[src/rtl/feature_weight_seq_counter.sv]
// feature_weight_seq_counter: step counter 0..MAX_CNT driving the MAC datapath decoders, with stall/abort and a done pulse.
module feature_weight_seq_counter #(
  parameter int CNT_W = 5,
  parameter int MAX_CNT = 24
) (
  input  logic             clk,
  input  logic             rst,
  input  logic             start,
  input  logic             stall,
  input  logic             abort,
  output logic [CNT_W-1:0] cnt,
  output logic             cnt_valid,
  output logic             last,
  output logic             busy,
  output logic             done
);
  localparam logic [1:0] IDLE = 2'b00, RUN = 2'b01, DONE = 2'b10;
  localparam logic [CNT_W-1:0] MAX = CNT_W'(MAX_CNT);
  localparam logic [CNT_W-1:0] ONE = CNT_W'(1);
  logic [1:0] state, state_n;
  logic [CNT_W-1:0] cnt_n;
  assign cnt_valid = state == RUN;
  assign last = cnt_valid && cnt == MAX;
  assign busy = state != IDLE;
  assign done = state == DONE;
  // DONE and the illegal encoding both fall through to IDLE with cnt cleared
  always_comb begin
    state_n = state == IDLE ? (start ? RUN : IDLE)
            : state == RUN  ? (abort ? IDLE : stall ? RUN : last ? DONE : RUN)
            : IDLE;
    cnt_n = (!cnt_valid || abort || (last && !stall)) ? '0 : stall ? cnt : cnt + ONE;
  end
  always_ff @(posedge clk) begin
    if (rst) begin
      state <= IDLE;
      cnt <= '0;
    end else begin
      state <= state_n;
      cnt <= cnt_n;
    end
  end
endmodule

[config.mk]
export PLATFORM = sky130hd
export DESIGN_NAME = feature_weight_seq_counter
export DESIGN_NICKNAME = d
export VERILOG_FILES = /design/src/rtl/feature_weight_seq_counter.sv
export SDC_FILE = /design/constraint.sdc
export NUM_CORES = 1
export LEC_CHECK = 0
export CORE_AREA = 5 5 42 44
export DETAILED_ROUTE_END_ITERATION = 6
export DIE_AREA = 0 0 47 49
export PLACE_DENSITY = 0.69
export SYNTH_ARGS = -nofsm -noshare
export SYNTH_HDL_FRONTEND = slang
export SYNTH_SLANG_ARGS = --single-unit
[constraint.sdc]
create_clock -name clk -period 1.1 [get_ports clk]
set_input_delay 0.22 -clock clk [delete_from_list [all_inputs] [get_ports clk]]
set_output_delay 0.22 -clock clk [all_outputs]
set_load 0.05 [all_outputs]
==> impl_metrics.py, run 1 <==
metrics = {
    "setup_path": {
        "arrival_ps": 1260,
        "startpoint_type": "register",
        "crit_buf_inv": 3,
        "cp_data_required_time_ps": 880,
        "reg2reg_depth": 8,
        "path_cells": "inv_4 -> ha_4 -> nand4b_1 -> buf_6 -> nor2_4 -> buf_12",
        "max_stage_delay_ps": 360,
        "r2r_end": "cnt[4]",
        "crit_path_end_kind": "output pin",
        "crit_family": "flip-flops",
        "r2r-start": "cnt[0]",
        "critPathMaxFanout": 4,
        "path_class": "register to output pin",
        "rrSetupSlack_ps": -350,
        "crit_slowest_cell": "dfxtp_4",
    },
    "power_and_ir_drop": {
        "fin_total_pwr_uw": 649.9,
        "p_leak_nw": 0.3772,
        "peakVddDrop_mv": 0.5265,
        "powerDensity_mw_per_mm2": 685.3,
    },
    "sta": {
        "holdWs_ps": 498.2,
        "fmax_mhz": 677.6,
        "hold_viol": 0,
        "period_share_pct": 134.2,
        "fin_skew_ps": 7.582,
        "period_needed_ps": 1476,
        "rsz0062_at_grt": "true",
        "fin_ws_ps": -375.8,
        "tns_ps": -2635,
        "tightest_slew_ps": 332.1,
        "setup_viol": 14,
        "maxSlewHeadroom_pct": 77.86,
        "maxSlewViolCount": 0,
    },
    "yosys": {
        "synth_nets": 55,
        "yosysWarnings": 0,
        "syn-cell-area_sq_um": 390.4,
        "syn_inst": 48,
        "synth_mux_area_share_pct": 0,
        "synth-compound-area-share_pct": 18.27,
        "yosys.area_share.simple_pct": 29.49,
        "ys_types": 22,
        "seq_area_frac_synth_pct": 35.90,
        "yosys.area_share.xor_xnor_pct": 0,
        "avgSynthCellArea_sq_um": 8.133,
        "synth-adder-area-share_pct": 6.410,
        "synth_top_family_by_area": "simple AND/OR/NAND/NOR gates",
        "synth_seq_cells": 7,
    },
    "cells_and_area": {
        "drive_gt1_share_pct": 67.44,
        "syn_to_final_growth_pct": 142.9,
        "fin_nets": 94,
        "diodes": 0,
        "final_core_utilization_pct": 67.68,
        "final_cells": 102,
        "fin_area_sq_um": 948.4,
    },
    "worst_hold_path": {
        "holdPathStages": 3,
        "min_path_type": "input port to register",
        "holdPathEnd": "cnt[4]",
        "hold_path_startpoint": "stall",
    },
    "job": {
        "max_cap_violations": 0,
    },
    "clock_network": {
        "cts_buffers": 3,
        "clk_latency_ps": 260,
        "path_clk_slew_ps": 60,
        "clock_tree.root_cell": "clkbuf_4",
        "clockBufferDepth": 2,
        "cts_max_level": 1,
        "cts_tree": "done",
        "cts.sinks": 7,
    },
    "placed_design": {
        "hpwl_um": 853.6,
        "dp_cells": 88,
        "place_ws_ps": -285.1,
        "postPlaceCellArea_sq_um": 721.9,
        "globalplace.congestion": 0.7321,
        "port_buffers": 13,
    },
    "floorplan": {
        "die_w_um": 47,
        "rows": 14,
        "die_y_um": 49,
        "start_util_pct": 27.86,
        "ios": 14,
        "dieArea_sq_mm": 0.002303,
        "core_area_sq_mm": 0.001401,
    },
    "drt": {
        "viasPerCell": 4.892,
        "drcViolationCount": 0,
        "vias": 499,
        "dr.pass1.iters": 4,
        "drt_wl_total_mm": 1.510,
        "routedWlPerCell_um": 14.80,
        "drt_iter0_drc": 5,
        "ant_nets": 0,
    },
    "grt": {
        "grt_pass1_vias": 506,
        "grt_pass1_wl_mm": 2.221,
        "grt_remaining_overflow": 0,
        "gr-usage-all-layers_pct": 13.90,
        "antenna_found_initial": 0,
        "grt_max_degree": 8,
    },
    "status": {
        "outcome": "complete, but fails checks",
        "violations": "negative setup slack",
    },
}
## layout make-up
| type | instances | area, sq um |
|---|---|---|
| clock buffer | 4 | 26.28 |
| sequential | 7 | 153.9 |
| timing repair buffer | 37 | 442.9 |
| inverter | 5 | 23.77 |
| fill | 104 | 452.9 |
| tap | 16 | 20.02 |
| multi-input combinational | 33 | 281.5 |
## cell families (layout without fill, tap and decap cells)
family                   after synthesis  after routing
AND/OR/NAND/NOR                       19             19
AO/OA/AOI/OAI                         12             12
buffers and inverters                  8             46
flip-flops                             7              7
adder cells (fa/ha/maj)                2              2
## metal layers
metal | track usage, % | up-vias | part of all wire (%)
met5 | 0 | - | 0
met4 | 5.530 | 0 | 0
met3 | 7.011 | 0 | 5.5
met2 | 24.21 | 18 | 61
met1 | 13.05 | 234 | 33
li1 | - | 247 | -
## cell usage after synthesis
library cell	count	area share (%)
a21oi_1	3	3.8
a31oi_1	2	3.2
and2b_2	1	2.2
buf_2	1	1.3
buf_6	1	2.9
clkbuf_1	1	0.96
dfxtp_1	7	36
ha_1	2	6.4
inv_1	5	4.8
nand2_1	4	3.8
nand2b_4	1	3.5
nand3_1	2	2.6
nand4b_1	1	2.2
nor2_1	2	1.9
nor2b_1	1	1.6
nor3_1	1	1.3
nor3b_1	2	3.8
o211ai_1	2	3.8
o21ai_0	4	5.1
o32ai_1	1	2.2
or2_2	1	1.6
or3_1	3	4.8
## flip-flops by register name, summed over array words and instances (netlist names)
| signal | count |
|---|---|
| cnt | 5 |
| state | 2 |
## power breakdown
| part | switching, mW | total (mW) | leakage (nW) | internal [mW] |
|---|---|---|---|---|
| sequential | 0.00503 | 0.259 | 0.0606 | 0.254 |
| combinational | 0.0708 | 0.145 | 0.302 | 0.0739 |
| clock | 0.107 | 0.246 | 0.0150 | 0.139 |
| total | 0.183 | 0.650 | 0.377 | 0.467 |
## worst min-delay path: stages
cell and delay, ps:
dlygate4sd2_1 340, nand2_1 100, a31oi_1 70
## worst max path at each step
stage | start | to | slack [ps] | cells after the start
CTS | cnt[1] | last | -390 | 6
global placement | stall | cnt[4] | -260 | 3
detailed placement | abort | state[0] | -290 | 3
global route | cnt[0] | cnt[4] | -440 | 8
finish | cnt[0] | last | -380 | 6
floorplan | cnt[0] | last | -290 | 4
## layout by cell type (no fill, tap or decap), types with 2 or more instances in the layout
cell and count:
buf_6 13, buf_4 11, buf_12 8, dfxtp_2 5
nand2_1 4, o21ai_0 3, a21oi_1 3, clkbuf_4 3
clkdlybuf4s50_1 3, inv_4 2, nor3b_2 2, inv_1 2
o211ai_1 2, or3_1 2, a31oi_1 2, ha_4 2
dfxtp_4 2
## repair_timing
item | CTS | global route
gates cloned | 0 | 0
hold buffers | 0 | 0
buffers inserted | 4 | 8
setup endpoints to repair | 13 | 16
gates resized for setup | 24 | 11
pin swaps | 4 | 3
No activity file was read; power rests on OpenSTA's default activity.
==> run 2, diff against run 1 <==
--- a/config.mk
+++ b/config.mk
@@ -6,9 +6,10 @@
 export NUM_CORES = 1
 export LEC_CHECK = 0
 export CORE_AREA = 5 5 42 44
+export CTS_CLUSTER_DIAMETER = 200
 export DETAILED_ROUTE_END_ITERATION = 6
 export DIE_AREA = 0 0 47 49
-export PLACE_DENSITY = 0.69
+export PLACE_DENSITY = 0.67
 export SYNTH_ARGS = -nofsm -noshare
 export SYNTH_HDL_FRONTEND = slang
 export SYNTH_SLANG_ARGS = --single-unit
==> constraint.sdc (replaced) <==
create_clock -name clk -period 1.5 [get_ports clk]
set_input_delay 0.3 -clock clk [delete_from_list [all_inputs] [get_ports clk]]
set_output_delay 0.3 -clock clk [all_outputs]
set_load 0.05 [all_outputs]
==> run 2 against run 1 <==
The run still ends with negative setup slack left. Highest routed layer is now met4. Count of clock-buffer cells in the layout is the same. Sequential share of layout area grew 5.0 points. Register-to-register slack gained 430 ps. Worst setup slack gained 360 ps. Routed wire length shrank 30%. First-iteration DRC count shrank 40%.
==> impl_metrics.py, run 2 (synthesis gave the netlist of run 1 again) <==
metrics = {
    "worst_hold_path": {
        "hold_path_startpoint": "cnt[2]",
        "holdPathStages": 2,
        "min_path_type": "register to register",
        "holdPathEnd": "cnt[2]",
    },
    "cells_and_area": {
        "largest-register": "cnt",
        "largest_reg_flops": 5,
        "syn_to_final_growth_pct": 83.01,
        "diodes": 0,
        "fin_nets": 77,
        "drive_gt1_share_pct": 44.93,
        "top_regs": "cnt x5, state x2",
        "final_common_cell": "buf_12",
        "layout_common_cells": "buf_12 (8), buf_4 (7), o21ai_0 (4), nand2_1 (4), clkdlybuf4s50_1 (4)",
    },
    "setup_path": {
        "rrSetupSlack_ps": 80,
        "crit_slowest_cell": "dfxtp_4",
        "max_stage_delay_ps": 340,
        "reg2reg_depth": 7,
        "r2r_end": "cnt[4]",
        "crit_path_end_kind": "output pin",
        "critPathMaxFanout": 2,
        "cp_data_required_time_ps": 1200,
        "path_cells": "inv_4 -> ha_4 -> nand4b_1 -> nor2_4 -> buf_12",
        "path_class": "register to output pin",
        "arrival_ps": 1220,
        "startpoint_type": "register",
        "r2r-start": "cnt[1]",
    },
    "sta": {
        "maxSlewViolCount": 0,
        "fin_ws_ps": -20.19,
        "hold_viol": 0,
        "holdWs_ps": 546.4,
        "tightest_slew_ps": 225.5,
        "period_needed_ps": 1520,
        "maxSlewHeadroom_pct": 84.92,
        "period_share_pct": 101.3,
        "setup_viol": 1,
        "tns_ps": -20.19,
        "fmax_mhz": 657.8,
        "rsz0062_at_grt": "true",
        "fin_skew_ps": 7.069,
    },
    "power_and_ir_drop": {
        "peakVddDrop_mv": 0.3892,
        "powerDensity_mw_per_mm2": 609.6,
        "p_leak_nw": 0.2665,
    },
    "drt": {
        "drt_wl_total_mm": 1.058,
        "drcViolationCount": 0,
        "viasPerCell": 4.929,
        "routedWlPerCell_um": 12.45,
        "vias": 419,
        "dr.pass1.iters": 4,
        "ant_nets": 0,
        "drt_iter0_drc": 3,
    },
    "floorplan": {
        "dieArea_sq_mm": 0.002303,
        "start_util_pct": 27.86,
        "die_w_um": 47,
        "rows": 14,
        "ios": 14,
        "die_y_um": 49,
        "core_area_sq_mm": 0.001401,
    },
    "clock_network": {
        "cts_max_level": 1,
        "cts.sinks": 7,
        "cts_tree": "done",
        "clock_tree.root_cell": "clkbuf_4",
        "path_clk_slew_ps": 50,
        "hold_buffers": 0,
        "clockBufferDepth": 2,
        "clk_latency_ps": 260,
        "cts_buffers": 3,
    },
    "grt": {
        "grt_pass1_vias": 430,
        "antenna_found_initial": 0,
        "grt_remaining_overflow": 0,
        "grt_pass1_wl_mm": 1.759,
        "grt_max_degree": 10,
        "gr-usage-all-layers_pct": 10.66,
    },
    "status": {
        "outcome": "complete, but fails checks",
        "violations": "negative setup slack",
    },
    "job": {
        "max_cap_violations": 0,
    },
    "placed_design": {
        "hpwl_um": 756.5,
        "port_buffers": 13,
        "globalplace.congestion": 0.7347,
    },
}
run 2: cell types whose count changed in the layout (fill, tap and decap cells not counted), moves of 2 or more:
cell and change:
nor3b_1 +2, buf_4 -4, buf_6 -12, dfxtp_1 +2, dfxtp_2 -2, nor3b_2 -2
run 2: routing by layer:
metal / track usage (%) / share of wire, % / vias up
met1: 11.06 / 40 / 195
met2: 16.06 / 51 / 12
met4: 6.452 / 3.1 / 0
met5: 0 / 0 / -
met3: 5.904 / 6.0 / 4
li1: - / - / 208
run 2: worst max-delay path by stage:
stage	start	to	slack (ps)
finish	cnt[1]	last	-20
global route	cnt[1]	last	-80
CTS	cnt[1]	last	-40
detailed placement	abort	cnt[3]	30
global placement	abort	cnt[1]	60
floorplan	cnt[0]	last	10
run 2: cell type report:
| cell class | instances | area (sq um) |
|---|---|---|
| clock buffer | 4 | 26.28 |
| multi-input combinational | 33 | 231.5 |
| tap | 16 | 20.02 |
| timing repair buffer | 20 | 264.0 |
| sequential | 7 | 151.4 |
| fill | 140 | 686.9 |
| inverter | 5 | 21.27 |
run 2: report_power, final:
part | total, mW | internal (mW) | switching (mW)
combinational | 0.0750 | 0.0346 | 0.0405
sequential | 0.189 | 0.186 | 0.00281
clock | 0.172 | 0.102 | 0.0702
run 2: repair_timing:
| action | CTS | global route |
|---|---|---|
| endpoints found under the hold margin | 0 | 0 |
| buffers inserted | 2 | 0 |
| pin swaps | 2 | 2 |
| resized for setup | 5 | 1 |
| endpoints found under the setup margin | 1 | 7 |
run 2: critical path, delay by kind of cell (launching register included):
| kind | cells | cell delay (ps) |
|---|---|---|
| flops | 1 | 340 |
| buf+inv | 2 | 190 |
| simple gates | 2 | 310 |
| fa+ha+maj | 1 | 120 |
run 2: stage by stage:
stage	area (sq um)	instances	setup slack (ps)	util (%)	power [mW]
2_1_floorplan	409.1	48	14.48	-	0.2358
3_3_place_gp	661.9	80	60.57	47.23	0.2662
3_5_place_dp	661.9	80	33.79	47.23	0.2671
4_1_cts	718.2	86	-37.44	51.25	0.4421
5_1_grt	714.4	85	-79.66	50.98	0.4510
6_report	714.4	85	-20.19	50.98	0.4355
==> run 3, diff against run 2 <==
--- a/config.mk
+++ b/config.mk
@@ -6,10 +6,10 @@
 export NUM_CORES = 1
 export LEC_CHECK = 0
 export CORE_AREA = 5 5 42 44
-export CTS_CLUSTER_DIAMETER = 200
 export DETAILED_ROUTE_END_ITERATION = 6
 export DIE_AREA = 0 0 47 49
 export PLACE_DENSITY = 0.67
+export SKIP_LAST_GASP = 1
 export SYNTH_ARGS = -nofsm -noshare
 export SYNTH_HDL_FRONTEND = slang
 export SYNTH_SLANG_ARGS = --single-unit
==> results of run 3 <==
Final layout, timing and power as in run 2 (identical DEF).
Among the figures that moved: via count of the first global-routing pass 430 -> 427
